## src/rtl/timer_pkg.sv

```systemverilog
// Shared types and default widths for the programmable down-count timer.
// Optional prescaler is enabled with the TIMER_CTRL_PRESCALE_EN macro.
package timer_pkg;

    localparam int CNT_W_DEF   = 16;
    localparam int PRESC_W_DEF = 8;

    typedef enum logic [1:0] {
        IDLE  = 2'd0,
        RUN   = 2'd1,
        PAUSE = 2'd2,
        DONE  = 2'd3
    } timer_state_e;

endpackage

```

## src/rtl/timer_ctrl_if.sv

```systemverilog
// Command/status bundle between the register block and timer_ctrl.
// presc_val exists only when TIMER_CTRL_PRESCALE_EN is defined.
interface timer_ctrl_if #(
    parameter int CNT_W = timer_pkg::CNT_W_DEF
`ifdef TIMER_CTRL_PRESCALE_EN
    , parameter int PRESC_W = timer_pkg::PRESC_W_DEF
`endif
);
    // start/stop are single-cycle command strobes with no back-pressure: the
    // timer acts on every cycle they are high. pause is a level. Status
    // outputs are registered and valid every cycle; expired/err are 1-cycle.
    logic             start;
    logic             stop;
    logic             pause;
    logic             periodic;
    logic [CNT_W-1:0] load_val;
`ifdef TIMER_CTRL_PRESCALE_EN
    logic [PRESC_W-1:0] presc_val;
`endif
    logic [CNT_W-1:0] count;
    logic             busy;
    logic             done;
    logic             expired;
    logic             err;
    logic [1:0]       state;

    modport master (
        output start, stop, pause, periodic, load_val,
`ifdef TIMER_CTRL_PRESCALE_EN
        output presc_val,
`endif
        input  count, busy, done, expired, err, state
    );

    modport slave (
        input  start, stop, pause, periodic, load_val,
`ifdef TIMER_CTRL_PRESCALE_EN
        input  presc_val,
`endif
        output count, busy, done, expired, err, state
    );

endinterface

```

## src/rtl/timer_prescaler.sv

```systemverilog
// Tick divider: counts 0..presc_val and emits tick on the terminal value.
// Only instantiated when TIMER_CTRL_PRESCALE_EN is defined.
module timer_prescaler #(
    parameter int PRESC_W = timer_pkg::PRESC_W_DEF
) (
    input  logic               clk,
    input  logic               rst,
    input  logic               clr,
    input  logic               hold,
    input  logic [PRESC_W-1:0] presc_val,
    output logic               tick
);

    logic [PRESC_W-1:0] div_q;

    assign tick = (div_q == presc_val);

    always_ff @(posedge clk) begin
        if (rst || clr) begin
            div_q <= '0;
        end else if (!hold) begin
            div_q <= tick ? '0 : div_q + PRESC_W'(1);
        end
    end

endmodule

```

## src/rtl/timer_ctrl.sv

```systemverilog
// Control FSM for the down-count timer: load, run, pause, expire, reload.
// Build option: TIMER_CTRL_PRESCALE_EN adds a captured prescaler on the tick.
module timer_ctrl
    import timer_pkg::*;
#(
    parameter int CNT_W = CNT_W_DEF
`ifdef TIMER_CTRL_PRESCALE_EN
    , parameter int PRESC_W = PRESC_W_DEF
`endif
) (
    input  logic         clk,
    input  logic         rst,
    timer_ctrl_if.slave  bus
);

    timer_state_e     state_q, state_d;
    logic [CNT_W-1:0] count_q, count_d;
    logic [CNT_W-1:0] shadow_q, shadow_d;
    logic             periodic_q, periodic_d;
    logic             expired_q, expired_d;
    logic             err_q, err_d;

    logic start_ok;
    logic active;
    logic tick;

    assign start_ok = bus.start && (bus.load_val != '0);
    // Counting is live in RUN, and also on the cycle PAUSE is released.
    assign active   = ((state_q == RUN) || (state_q == PAUSE)) && !bus.pause;

`ifdef TIMER_CTRL_PRESCALE_EN
    logic [PRESC_W-1:0] presc_q;

    always_ff @(posedge clk) begin
        if (rst) begin
            presc_q <= '0;
        end else if (!bus.stop && start_ok) begin
            presc_q <= bus.presc_val;
        end
    end

    timer_prescaler #(
        .PRESC_W (PRESC_W)
    ) u_presc (
        .clk       (clk),
        .rst       (rst),
        .clr       (bus.stop || start_ok),
        .hold      (!active),
        .presc_val (presc_q),
        .tick      (tick)
    );
`else
    assign tick = 1'b1;
`endif

    always_comb begin
        state_d    = state_q;
        count_d    = count_q;
        shadow_d   = shadow_q;
        periodic_d = periodic_q;
        expired_d  = 1'b0;
        err_d      = 1'b0;

        if (bus.stop) begin
            state_d = IDLE;
            count_d = '0;
        end else if (start_ok) begin
            state_d    = RUN;
            count_d    = bus.load_val;
            shadow_d   = bus.load_val;
            periodic_d = bus.periodic;
        end else begin
            // A rejected start does not disturb whatever the timer is doing.
            err_d = bus.start;
            case (state_q)
                RUN, PAUSE: begin
                    if (!active) begin
                        state_d = PAUSE;
                    end else begin
                        state_d = RUN;
                        if (count_q == '0) begin
                            count_d = shadow_q;
                        end else if (tick) begin
                            if (count_q == CNT_W'(1)) begin
                                count_d   = '0;
                                expired_d = 1'b1;
                                if (!periodic_q) begin
                                    state_d = DONE;
                                end
                            end else begin
                                count_d = count_q - CNT_W'(1);
                            end
                        end
                    end
                end
                default: begin
                end
            endcase
        end
    end

    always_ff @(posedge clk) begin
        if (rst) begin
            state_q    <= IDLE;
            count_q    <= '0;
            shadow_q   <= '0;
            periodic_q <= 1'b0;
            expired_q  <= 1'b0;
            err_q      <= 1'b0;
        end else begin
            state_q    <= state_d;
            count_q    <= count_d;
            shadow_q   <= shadow_d;
            periodic_q <= periodic_d;
            expired_q  <= expired_d;
            err_q      <= err_d;
        end
    end

    assign bus.count   = count_q;
    assign bus.busy    = (state_q == RUN) || (state_q == PAUSE);
    assign bus.done    = (state_q == DONE);
    assign bus.expired = expired_q;
    assign bus.err     = err_q;
    assign bus.state   = state_q;

endmodule

```

## src/flat_wrapper.sv

```systemverilog
// flat-port wrapper written by rule: the top's interface ports become plain ports
module timer_ctrl_flat import timer_pkg::*;
#(
    parameter int CNT_W = CNT_W_DEF

)
  (clk, rst, bus_start, bus_stop, bus_pause, bus_periodic, bus_load_val, bus_count, bus_busy, bus_done, bus_expired, bus_err, bus_state);
  timer_ctrl_if #(.CNT_W(CNT_W)) bus_i ();
  input  logic clk;
  input  logic rst;
  input wire logic [$bits(bus_i.start)-1:0] bus_start;
  input wire logic [$bits(bus_i.stop)-1:0] bus_stop;
  input wire logic [$bits(bus_i.pause)-1:0] bus_pause;
  input wire logic [$bits(bus_i.periodic)-1:0] bus_periodic;
  input wire logic [$bits(bus_i.load_val)-1:0] bus_load_val;
  output wire logic [$bits(bus_i.count)-1:0] bus_count;
  output wire logic [$bits(bus_i.busy)-1:0] bus_busy;
  output wire logic [$bits(bus_i.done)-1:0] bus_done;
  output wire logic [$bits(bus_i.expired)-1:0] bus_expired;
  output wire logic [$bits(bus_i.err)-1:0] bus_err;
  output wire logic [$bits(bus_i.state)-1:0] bus_state;
  assign bus_i.start = bus_start;
  assign bus_i.stop = bus_stop;
  assign bus_i.pause = bus_pause;
  assign bus_i.periodic = bus_periodic;
  assign bus_i.load_val = bus_load_val;
  assign bus_count = bus_i.count;
  assign bus_busy = bus_i.busy;
  assign bus_done = bus_i.done;
  assign bus_expired = bus_i.expired;
  assign bus_err = bus_i.err;
  assign bus_state = bus_i.state;
  timer_ctrl #(.CNT_W(CNT_W)) u_core (.clk(clk), .rst(rst), .bus(bus_i));
endmodule
```

## config.mk

```make
export PLATFORM = sky130hd
export DESIGN_NAME = timer_ctrl_flat
export DESIGN_NICKNAME = d
export VERILOG_FILES = /design/src/rtl/timer_pkg.sv /design/src/rtl/timer_ctrl_if.sv /design/src/rtl/timer_prescaler.sv /design/src/rtl/timer_ctrl.sv /design/src/flat_wrapper.sv
export SDC_FILE = /design/constraint.sdc
export NUM_CORES = 1
export LEC_CHECK = 0
export BUFFER_PORTS_ARGS = -buffer_cell sky130_fd_sc_hd__buf_2
export CORE_MARGIN = 4
export CORE_UTILIZATION = 40
export CTS_BUF_LIST = sky130_fd_sc_hd__clkbuf_8
export DETAILED_ROUTE_END_ITERATION = 10
export PLACE_DENSITY = 0.65
export SLEW_MARGIN = 20
export SYNTH_ARGS = -nofsm -noshare
export SYNTH_HDL_FRONTEND = slang
export SYNTH_SLANG_ARGS = --single-unit
```

## constraint.sdc

```tcl
create_clock -name clk -period 4 [get_ports clk]
set_clock_uncertainty 0.05 [all_clocks]
set_input_delay 0.2 -clock clk [delete_from_list [all_inputs] [get_ports clk]]
set_output_delay 0.2 -clock clk [all_outputs]
set_load 0.02 [all_outputs]
```

==> results.md, run 1 <==
* Status: completed
* Number of buffers created by CTS at 5
* Class of the worst hold path: in2reg
* Drt drc at 0
* Cell Rows at 25
* Final setup viols at 0
* Global route overflow at 0
* Leakage dissipation at 0.956 nW
* Commonest non-fill, non-tap cell in the layout: nand2_1
* Worst Reg-to-Reg Cells at 5
* Dominant synthesized flop cell: dfxtp_1
* Hold Buf Count CTS at 0
* Worst skew pair latency at about 0.28 ns
* Nets at 311
* R2R Setup Slk at about 1.6 ns
* Multi-input logic area at ~1200 µm²
* Die height at about 79 µm
* Final worst slack at 1.58 ns
* CTS clk-pin slew, worst paths at 0.07 ns
* Placed Area at 2270 µm²
* Setup TNS at 0 ns
* Initial drt markers at 171
* Post-synth net total at around 280
* Worst reg2reg path startpoint: u_core.bus.count[8]
* Setup bufs post-CTS at 0
* Post-detail-place hpwl at 4.25 mm
* Yosys cell types at 50
* Placed Instances at around 350
* Bufs on Longest Clock Path at 2
* Initial antenna violation count at 0
* Area growth, synth to finish at 15.5%
* WHS Endpoint: u_core.bus.count[2]
* Worst-case vdd ir drop at 0.000185 V
* Async set or reset register ratio after synthesis at 0
* RSZ-0062 raised after global routing: no
* Core ar. at 4850 µm²
* Post-route clock period utilization at 0.604
* Hold depth at 3
* Sw Share at 0.309
* M3 GR Usage at 0.0384
* Post-Syn Area per Cell at approximately 8.2 µm²
* Comb power frac at 0.224
* First-pass GRT wire length at 9.32 mm
* Initial core utilization at 0.421
* Post-DRT Antenna Nets at 0
* Crit start category: flop
* Power Density at between 300 and 400 nW/µm²
* Total number of vias at 1988
* Register bit total from synthesis at 37
* EDFF count, synth at 0
* Worst R2R End: u_core.bus.count[12]
* WL final at 5.75 mm
* Post-Place Setup Slack at between 1 and 1.5 ns
* Cell Area, Synth at 2040 µm²
* Number of max-cap violations at 0
* CTS Sinks at 37
* Critical path class: reg2reg
* Number of global-route vias before repair at 1796
* Sequential fraction of the synthesis area at 0.363
* Required @ worst endpoint at between 4 and 5 ns
* Synth Instances at 250
* Final std cells w/o fill at 353
* Fillers at a little under 500
* Overall Global Routing Usage at 0.189
* Via density per instance at 5.63
* Io pins at 44
* # diodes at 0
* CP endpoint kind: flop
* Die X at 79.5 µm
* Sequential Area at 741 µm²
* CTS resizes at 0
* Tot Pwr at 854 µW
* Worst Max-Slew Pin Slew at 1.02 ns
* Drt first pass iters at 6
* Worst Hold Launch: bus_load_val[2]
* Switching power total at around 260 µW
* Largest net degree at the start of global routing at 20
* Critical Path Fanout Max at 7
* Die ar. at 6310 µm²
* Met1 Track Usage GR at 0.273
* F_max at 414 MHz
* Final hold violations at 0
* Critical Path AT at 2.54 ns
* Pint at 590 µW
* Synth warn at 0
* H-Tree Depth at 2
* Slew HR at 0.316
* Buffers on Ports at 43
* Commonest cells after routing, fill and taps aside: nand2_1, buf_2, dfxtp_1
* Final Wtd Congestion at 0.862
* Final min period at between 2 and 2.5 ns
* Busiest grt layer: met2
* Sequential power share at 0.472
* Routed len/inst at 16.3 µm
* Root Buffer: clkbuf_8
* Final Slew Violations at 0
* Clock power frac at 0.304
* TritonCTS clock tree: done
* Met2 global-route usage at 0.282
* Share of layout cells above drive strength 1 at 0.220
* Fin area at 2360 µm²
## metal layers
layer	part of all wire	vias up
li1	-	973
met1	0.46	941
met2	0.45	70
met3	0.079	4
met4	0.0087	0
met5	0	-
## area by class of cell
type | instances | share of cell area
well taps | 67 | 0.0355
multi-input cells | 194 | 0.511
repair buffers | 45 | 0.0976
flip-flops and latches | 37 | 0.314
inverters | 3 | 0.00477
clock inverters | 1 | 0.00159
clock buffers | 6 | 0.0350
## power by group through the flow
| stage | registers [mW] | logic [mW] | clock network (mW) |
|---|---|---|---|
| floorplan | 0.415 | 0.130 | 0 |
| global placement | 0.411 | 0.188 | 0 |
| detailed placement | 0.411 | 0.189 | 0 |
| CTS | 0.402 | 0.191 | 0.264 |
| global route | 0.405 | 0.210 | 0.285 |
| finish | 0.403 | 0.191 | 0.260 |
## state kept, by name (all words and copies together) (netlist names)
| register | cells |
|---|---|
| u_core.bus.count | 16 |
| u_core.bus.err | 1 |
| u_core.bus.expired | 1 |
| u_core.bus.state | 2 |
| u_core.periodic_q | 1 |
| u_core.shadow_q | 16 |
## cells in the mapped netlist (3+ instances only)
cell | n | area, µm²
o21ai_0 | 4 | 20.0
xnor2_1 | 10 | 87.6
nor2_1 | 9 | 33.8
a21oi_1 | 26 | 130
or3_1 | 3 | 18.8
nor3_1 | 6 | 30.0
nand3_1 | 6 | 30.0
o32ai_2 | 3 | 48.8
nand2b_1 | 3 | 18.8
nand2_1 | 50 | 188
o21ai_1 | 17 | 85.1
nand4_1 | 3 | 18.8
nor4_1 | 4 | 25.0
ha_1 | 3 | 37.5
inv_1 | 3 | 11.3
a31o_1 | 3 | 26.3
dfxtp_1 | 37 | 741
xor2_1 | 3 | 26.3
a21o_1 | 4 | 30.0
clkbuf_1 | 10 | 37.5
a221oi_1 | 7 | 61.3
## how the worst max path moves through the flow
stage | start | endpoint | slack, ns | cells past startpoint
after floorplan | u_core.bus.count[0] | u_core.bus.count[11] | 1.88 | 9
after global placement | bus_load_val[7] | u_core.shadow_q[13] | 1.44 | 6
after detailed placement | bus_load_val[7] | u_core.shadow_q[15] | 1.43 | 6
after CTS | u_core.bus.count[8] | u_core.bus.count[12] | 1.57 | 5
after global routing | u_core.bus.count[8] | u_core.bus.count[12] | 1.24 | 5
final | u_core.bus.count[8] | u_core.bus.count[12] | 1.58 | 5
## critical path, cell delays in order (launching register included)
cell and delay (ns):
dfxtp_1 0.38, nor4_1 0.60, nand4_1 0.30, nor3_2 0.45, a221oi_1 0.18, nor4_1 0.35
## stage by stage
stage          hold WS [ns]   util
4_1_cts               0.102  0.486
6_report             0.0983  0.486
3_3_place_gp          0.388  0.469
5_1_grt              0.0983  0.486
2_1_floorplan         0.265      -
3_5_place_dp          0.395  0.469
## cell families (layout without fill, tap and decap cells)
family	count (synthesis)	in the layout	share of synthesized area
xor gates and xnor gates	13	13	0.0558
and+or+nand+nor	102	102	0.260
DFF	37	37	0.363
buffers and inverters	19	55	0.0466
AOI/OAI and AO/OA	76	76	0.257
adders and majority gates	3	3	0.0184
Power figures use the tool's default switching activity.
==> inputs of run 2 (changes only) <==
clock period = 2.5 ns   (was 4 ns; I/O delays follow)
==> run 2 against run 1 <==
Against the previous run:
- register-to-register slack got worse by 1.2 ns
- combinational power increased by 76%
- global-route usage grew 0.63 points
- maximum frequency rose by 13%
- hold slack got worse by 0.077 ns
- first-iteration DRC count decreased by 13%
- clock power up 63%
- non-clock buffer count increased by 11
- clock-buffer cell count unchanged
==> results.md, run 2 (synthesis results as in run 1) <==
* Status: completed
* CP endpoint kind: flop
* Leakage dissipation at 1.01 nW (+5.9%)
* Hold depth at 3 (unchanged)
* Bufs on Longest Clock Path at 2 (unchanged)
* Critical Path AT at 2.28 ns (-0.26 ns)
* Post-route clock period utilization at 0.854 (+0.250)
* Final Slew Violations at 0 (unchanged)
* Overall Global Routing Usage at 0.195 (+0.00626)
* Final Wtd Congestion at 0.865 (+0.38%)
* Root Buffer: clkbuf_8
* Total number of vias at 2069 (+4.1%)
* Number of buffers created by CTS at 5 (unchanged)
* Share of layout cells above drive strength 1 at 0.249 (+0.0289)
* Critical Path Fanout Max at 9 (+2)
* CTS clk-pin slew, worst paths at 0.08 ns (about the same)
* Die ar. at 6310 µm² (unchanged)
* Nets at 322 (+3.5%)
* Final min period at 2.13 ns (-0.282 ns)
* Initial antenna violation count at 0 (unchanged)
* Initial drt markers at 148 (-13%)
* H-Tree Depth at 2 (unchanged)
* Number of max-cap violations at 0 (unchanged)
* Setup bufs post-CTS at 0 (unchanged)
* # diodes at 0 (unchanged)
* Io pins at 44 (unchanged)
* Buffers on Ports at 43 (unchanged)
* Required @ worst endpoint at 2.65 ns (-1.47 ns)
* Post-detail-place hpwl at 4.36 mm (+2.8%)
* Commonest non-fill, non-tap cell in the layout: nand2_1
* Initial core utilization at 0.421 (unchanged)
* Slew HR at 0.300 (-0.0165)
* Die X at 79.5 µm (unchanged)
* RSZ-0062 raised after global routing: no
* WL final at 5.95 mm (+3.5%)
* Setup TNS at 0 ns (unchanged)
* TritonCTS clock tree: done
* Largest net degree at the start of global routing at 20 (unchanged)
* Hold Buf Count CTS at 0 (unchanged)
* Post-DRT Antenna Nets at 0 (unchanged)
* Final hold violations at 0 (unchanged)
* Area growth, synth to finish at 20.2%
* CTS resizes at 0 (unchanged)
* Critical path class: reg2reg
* Worst skew pair latency at 0.29 ns (about the same)
* Worst-case vdd ir drop at 0.000321 V (+73%)
* Die height at 79.5 µm (unchanged)
* Worst Max-Slew Pin Slew at 1.05 ns (+0.0247 ns)
* Drt first pass iters at 4 (-2)
* Commonest cells after routing, fill and taps aside: nand2_1, buf_2, dfxtp_1
* Fillers at 492 (-0.40%)
* Crit start category: flop
* Worst Reg-to-Reg Cells at 6 (+1)
* CTS Sinks at 37 (unchanged)
* Routed len/inst at 16.3 µm (+0.40%)
* Core ar. at 4850 µm² (unchanged)
* Final setup viols at 0 (unchanged)
* Number of global-route vias before repair at 1850 (+3.0%)
* Global route overflow at 0 (unchanged)
* Core Util, Final at 0.506 (+0.0196)
* Drt drc at 0 (unchanged)
* Class of the worst hold path: in2reg
* First-pass GRT wire length at 9.49 mm (+1.8%)
* Cell Rows at 25 (unchanged)
* Via density per instance at 5.68 (+0.93%)
* Power Density at 573 nW/µm² (+58%)
* F_max at 469 MHz (+13%)
==> run 2: changes by cell type in the layout (fill, tap and decap cells not counted) <==
| cell | before | now |
|---|---|---|
| buf_4 | 2 | 12 |
| buf_12 | 0 | 1 |
==> run 2: layer usage <==
layer,vias to the layer above,routed length [µm],global-route usage
li1,996,-,-
met1,987,2740,0.279
met2,78,2670,0.285
met3,8,458,0.0395
met4,0,87,0.0756
met5,-,0,0
==> run 2: worst max-delay path: stages (launching register included) <==
cell and delay (ns):
dfxtp_1 0.37, inv_1 0.15, ha_1 0.35, nor4b_1 0.24, and4_1 0.47, a21oi_1 0.13
a221oi_1 0.29
==> run 2: path summary, 6_finish.rpt <==
check                           slack (ns)                 from              endpoint
worst max-delay path                  0.37  u_core.bus.count[0]  u_core.bus.count[10]
worst min-delay path                  0.02         bus_periodic     u_core.periodic_q
worst max register to register        0.37  u_core.bus.count[0]  u_core.bus.count[10]
worst min register to register        0.42   u_core.shadow_q[4]    u_core.shadow_q[4]
==> run 2: area by class of cell <==
cell class              instances  area, µm²  share of cell area
clock buffers                   6       82.6              0.0337
clock inverters                 1       3.75             0.00153
inverters                       3       11.3             0.00459
multi-input cells             194       1210               0.492
flip-flops and latches         37        741               0.302
well taps                      67       83.8              0.0342
repair buffers                 56        325               0.133
==> run 2: report_power, final <==
group / leakage (nW) / switching (mW) / internal, mW / total (mW)
logic: 0.662 / 0.200 / 0.136 / 0.336
registers: 0.302 / 0.0292 / 0.615 / 0.644
clock network: 0.0485 / 0.211 / 0.215 / 0.425
==> run 2: metrics by stage <==
step / area [µm²] / power, mW / cells / setup slack [ns] / hold WS, ns
6_report: 2450 / 1.41 / 364 / 0.366 / 0.0210
3_3_place_gp: 2370 / 0.984 / 357 / 0.349 / 0.326
4_1_cts: 2450 / 1.40 / 364 / 0.403 / 0.0196
2_1_floorplan: 2040 / 0.872 / 250 / 0.378 / 0.190
3_5_place_dp: 2370 / 0.985 / 357 / 0.318 / 0.327
5_1_grt: 2450 / 1.47 / 364 / 0.250 / 0.0166
